## src/rtl/timer_ctrl.sv

```systemverilog
// rtl/timer_ctrl.sv - one-shot/periodic tick timer sequencer driving an external up/down counter
// Optional macro TIMER_CTRL_EXPCNT_EN adds the saturating expiry counter output exp_cnt.
module timer_ctrl #(
    parameter int WIDTH = 8
) (
    input  logic             clk,
    input  logic             res,
    input  logic             start,
    input  logic             stop,
    input  logic [WIDTH-1:0] period_in,
    input  logic             periodic,
    input  logic             tick,
    input  logic [WIDTH-1:0] cnt_value,
    output logic             cnt_enable,
    output logic             cnt_load,
    output logic             cnt_dir,
    output logic [WIDTH-1:0] cnt_load_val,
    output logic             busy,
`ifdef TIMER_CTRL_EXPCNT_EN
    output logic [7:0]       exp_cnt,
`endif
    output logic             done,
    output logic             err
);

    typedef enum logic [1:0] {
        IDLE = 2'd0,
        LOAD = 2'd1,
        RUN  = 2'd2
    } state_t;

    state_t           r_state;
    state_t           w_state_next;
    logic [WIDTH-1:0] r_period;
    logic             r_mode;
    logic [WIDTH-1:0] w_period_m1;
    logic             w_accept;
    logic             w_done_next;
    logic             w_err_next;

    assign w_period_m1 = r_period - {{(WIDTH-1){1'b0}}, 1'b1};
    assign cnt_dir     = 1'b1;
    assign busy        = (r_state != IDLE);

    always_comb begin
        w_state_next = r_state;
        w_accept     = 1'b0;
        w_done_next  = 1'b0;
        w_err_next   = 1'b0;
        cnt_enable   = 1'b0;
        cnt_load     = 1'b0;
        case (r_state)
            IDLE: begin
                if (start) begin
                    if (period_in != '0) begin
                        w_accept     = 1'b1;
                        w_state_next = LOAD;
                    end else begin
                        w_err_next = 1'b1;
                    end
                end
            end
            LOAD: begin
                cnt_enable   = 1'b1;
                cnt_load     = 1'b1;
                w_state_next = RUN;
            end
            RUN: begin
                if (stop) begin
                    w_state_next = IDLE;
                end else if (cnt_value > w_period_m1) begin
                    w_err_next   = 1'b1;
                    w_state_next = IDLE;
                end else if (tick && (cnt_value == '0)) begin
                    // Reload on the expiry tick itself so a periodic timer never loses a tick.
                    w_done_next = 1'b1;
                    if (r_mode) begin
                        cnt_enable = 1'b1;
                        cnt_load   = 1'b1;
                    end else begin
                        w_state_next = IDLE;
                    end
                end else if (tick) begin
                    cnt_enable = 1'b1;
                end
            end
            default: w_state_next = IDLE;
        endcase
        cnt_load_val = cnt_load ? w_period_m1 : '0;
    end

    always_ff @(posedge clk) begin
        if (res) begin
            r_state  <= IDLE;
            r_period <= '0;
            r_mode   <= 1'b0;
            done     <= 1'b0;
            err      <= 1'b0;
        end else begin
            r_state <= w_state_next;
            done    <= w_done_next;
            err     <= w_err_next;
            if (w_accept) begin
                r_period <= period_in;
                r_mode   <= periodic;
            end
        end
    end

`ifdef TIMER_CTRL_EXPCNT_EN
    always_ff @(posedge clk) begin
        if (res || w_accept) begin
            exp_cnt <= 8'h00;
        end else if (w_done_next && (exp_cnt != 8'hFF)) begin
            exp_cnt <= exp_cnt + 8'h01;
        end
    end
`endif

endmodule

```

## config.mk

```make
export PLATFORM = sky130hd
export DESIGN_NAME = timer_ctrl
export DESIGN_NICKNAME = d
export VERILOG_FILES = /design/src/rtl/timer_ctrl.sv
export SDC_FILE = /design/constraint.sdc
export NUM_CORES = 1
export LEC_CHECK = 0
export ABC_AREA = 1
export CELL_PAD_IN_SITES_DETAIL_PLACEMENT = 0
export CELL_PAD_IN_SITES_GLOBAL_PLACEMENT = 2
export CORE_UTILIZATION = 23
export CTS_CLUSTER_DIAMETER = 100
export CTS_CLUSTER_SIZE = 12
export DETAILED_ROUTE_END_ITERATION = 16
export HOLD_SLACK_MARGIN = 0.05
export PLACE_DENSITY_LB_ADDON = 0.3
export SLEW_MARGIN = 15
export SYNTH_ARGS = -nofsm -noshare
export SYNTH_HDL_FRONTEND = slang
export SYNTH_SLANG_ARGS = --single-unit
```

## constraint.sdc

```tcl
create_clock -name clk -period 2.8 [get_ports clk]
set_input_delay 0.56 -clock clk [delete_from_list [all_inputs] [get_ports clk]]
set_output_delay 0.56 -clock clk [all_outputs]
set_load 0.03 [all_outputs]
```

==> results.md <==
- The number of antenna violations at the first check in global routing is 0.
- The clock root buffer is clkbuf_8.
- The top cell types in the final layout, fill and taps aside, are 28 x buf_4, 25 x nand2_1, 24 x clkdlybuf4s50_1.
- The area growth from synthesis to layout is 85.1%.
- The slack of the worst reg-to-reg path is 0.44 ns.
- The combined global-route utilization of all metal layers is 14.6%.
- In this run the most critical hold path is launched from r_state[1]$_SDFFE_PP0P_.
- Sequential cells were found to cover 25.6% of the synthesized design area.
- The number of hold buffers added after CTS was 0.
- For this block, the routed nets add up to 3.17 mm of wire.
- By startpoint and endpoint, the worst setup path is classified as reg -> out.
- The power density over cell area is 464 nW/um2.
- The share of layout cells above drive strength 1 is 36.5%.
- In the post-route analysis, the smallest setup slack over all paths is -0.376 ns.
- In this design, the stage delay of the slowest critical-path cell is 0.33 ns.
- The via count of the first global-routing pass is 1129.
- In this run the cell area measured after placement is 1630 um2.
- The critical path goes through inv_4 > ha_4 > nand2_2 > nor3_2 > xor2_1 > inv_2 > ha_4 > nand2_4 > a21oi_2 > nor2_1 > nand2_1 > a21oi_2 > nand2_2 > nand2_4 > nand2_8 > nor2_4 > buf_6.
- Input and output buffers added on the ports amount to 34.
- STA classifies the critical path startpoint as a flip-flop.
- Counting the fill cells in the layout gives 409.
- The final standard cell utilization of the core is 45.8%.
- The worst path uses 113% of the clock period.
- Across the routed clock network, the largest skew measured is 0.00241 ns.
- The clock reaches the later pin of the worst-skew pair after 0.24 ns.
- The max capacitance violation total is 0.
- The number of nets handed over by synthesis was 188.
- The checks that failed: negative setup slack.
- The average via count per standard cell is 4.43.
- Once the floorplan was initialized, standard cells occupied 24.7% of the core.
- Setup repair after global routing could not meet its margin everywhere.
- The design draws 0.874 mW.
- The clock passes through at most 2 buffers.
- The estimated wirelength of the detail-placed design is 2.42 mm.
- The data arrival at the endpoint of the critical path is 2.62 ns.
- The endpoint class of the critical path is an output port.
- In the routed design, unresolved DRC markers number 0.
- The average cell area after synthesis is 6.61 um2.
- In this run the count of I/O pins placed on the die edge is 36.
- The area of the multi-input gates is 865 um2.
- The number of different library cells used by synthesis comes to 26.
- The cell family with the largest share of critical-path delay is simple AND/OR/NAND/NOR gates.
- The beginning of the worst register-to-register path is r_period[0]$_SDFFE_PP0P_.
- The most critical setup path has its startpoint at r_period[0]$_SDFFE_PP0P_.
- Registers take 265 um2.
- 0 antenna diodes ended up in the layout.
- The first global-routing pass estimated 4.94 mm of wire.
- The path type of the worst min-delay path is reg -> reg.
- The top fanout value on the critical path is 5.
- After global routing the overflow that remains totals 0.
- In this run, synthesis produced a sequential element count of 13.
- With fillers left out, the area of the finished cells amounts to 1890 um2.
- The number of nets in the layout is 254.
- The length of the first detailed-routing pass in iterations is 4.
- The static leakage power is 0.823 nW.
- The leading cell type in the layout, fill and taps excluded is buf_4.
- The required time of the worst setup path is 2.24 ns.
- Derived from the worst setup path, the maximum achievable clock frequency is 0.315 GHz.
- The slowest library cell on the worst path is dfxtp_2.
- The number of standard-cell rows in the floorplan is 23.
- The placer congestion estimate is 0.758.
- The floorplan die width is 68.5 um.
- TritonCTS built the clock tree.
- The number of max-slew violations in the final report is 0.
- The die footprint is 4700 um2.
- The hold violation count in the final report is 0.
- The number of clock buffers added by TritonCTS is 3.
- The starting DRC count in detailed routing is 43.
- The area inside the core boundary is 4120 um2.
- The mapped netlist covers 1020 um2.
- The number of buffer and inverter instances along the worst setup path is 3.
- The maximum resistive drop on vdd is 0.221 mV.
- The maximum number of pins on one net before global-route repair is 13.
- The clock sink total is 13.
- The die height is 68.5 um.
- The run finished, with violations left.
- The synthesized instance count is 154.
- The detailed router placed 1193 vias in this run.
- The number of H-tree levels is 1.
- The Yosys step of the flow raised 0 warnings.
- The count of nets left with antenna violations once routing finished came out at 0.
- After clock tree synthesis, the clock-pin slew on the worst setup and hold paths is 0.06 ns.
- The count of final setup violators is 10.
- For the finished layout, the period the worst path requires is 3.18 ns.
- The mean routed wirelength per cell is 11.8 um.
[worst paths after layout]
kind                                                 to  depth (start not counted)
worst max-delay path                    cnt_load_val[4]                         17
worst min-delay path            r_state[1]$_SDFFE_PP0P_                          2
worst max register to register  r_state[1]$_SDFFE_PP0P_                         17
worst min register to register  r_state[1]$_SDFFE_PP0P_                          2
[power breakdown]
| part | internal (mW) | switching, mW | leakage [nW] |
|---|---|---|---|
| combinational | 0.240 | 0.246 | 0.691 |
| clock | 0.101 | 0.0701 | 0.0228 |
| sequential | 0.202 | 0.0154 | 0.108 |
| total | 0.543 | 0.331 | 0.823 |
[registers in the layout, summed over array words and instances (netlist names)]
register and flops:
err 1, done 1, r_state 2, r_mode 1
r_period 8
[kinds of logic (layout without fill, tap and decap cells)]
group | count (synthesis) | after routing | synth area share, %
and+or+nand+nor | 77 | 78 | 33.2
buffers and inverters | 23 | 87 | 9.21
AOI/OAI and AO/OA | 22 | 22 | 11.8
DFF | 13 | 13 | 25.6
adders and majority gates | 12 | 12 | 14.7
xor gates and xnor gates | 6 | 6 | 5.16
other | 1 | 1 | 0.368
[per-layer routing]
layer  up-vias  GRT usage, %  routed length (um)
met3         4          1.64                 151
met5         -             0                   0
met1       532          16.3                1380
met4         0          6.25                  36
li1        621             -                   -
met2        36          27.5                1610
[timing repair]
action / in CTS / in global routing
endpoints found under the setup margin: 10 / 10
pin swaps: 17 / 8
buffers inserted: 7 / 1
gates cloned: 1 / 0
resized for setup: 25 / 7
[tightest hold or removal path, stage by stage (launching register included)]
cell and delay [ns]:
dfxtp_1 0.32, nand2_1 0.07, a21oi_1 0.05
[layout make-up]
type / instances / area share, %
Multi-Input combinational cell: 119 / 45.9
Timing Repair Buffer: 62 / 29.9
Sequential cell: 13 / 14.1
Inverter: 21 / 4.51
Tap cell: 50 / 3.32
Clock buffer: 4 / 2.39
[through the flow]
| step | setup TNS, ns | hold slack, ns | setup slack [ns] | instances |
|---|---|---|---|---|
| after CTS | -4.03 | 0.487 | -0.434 | 268 |
| final | -3.50 | 0.488 | -0.376 | 269 |
| after detailed placement | -2.41 | 0.479 | -0.257 | 256 |
| after global placement | -1.90 | 0.466 | -0.211 | 256 |
| after floorplan | -0.00332 | 0.450 | -0.00332 | 154 |
| after global routing | -4.93 | 0.508 | -0.516 | 269 |
[cell usage after synthesis, drive strengths merged]
| library cell | number | area [um2] |
|---|---|---|
| nor2 | 34 | 135 |
| nand2 | 30 | 123 |
| inv | 21 | 78.8 |
| dfxtp | 13 | 260 |
| ha | 12 | 150 |
| o21ai | 11 | 58.8 |
| a21oi | 10 | 53.8 |
| nand3 | 5 | 25.0 |
| xnor2 | 3 | 26.3 |
| xor2 | 3 | 26.3 |
| buf | 2 | 15.0 |
| nand4 | 2 | 18.8 |
| nor3 | 2 | 10.0 |
| nor4 | 2 | 12.5 |
| a21o | 1 | 7.51 |
| conb | 1 | 3.75 |
| nand3b | 1 | 7.51 |
| or2 | 1 | 6.26 |
Note: power is estimated with default switching activity, not from simulation.
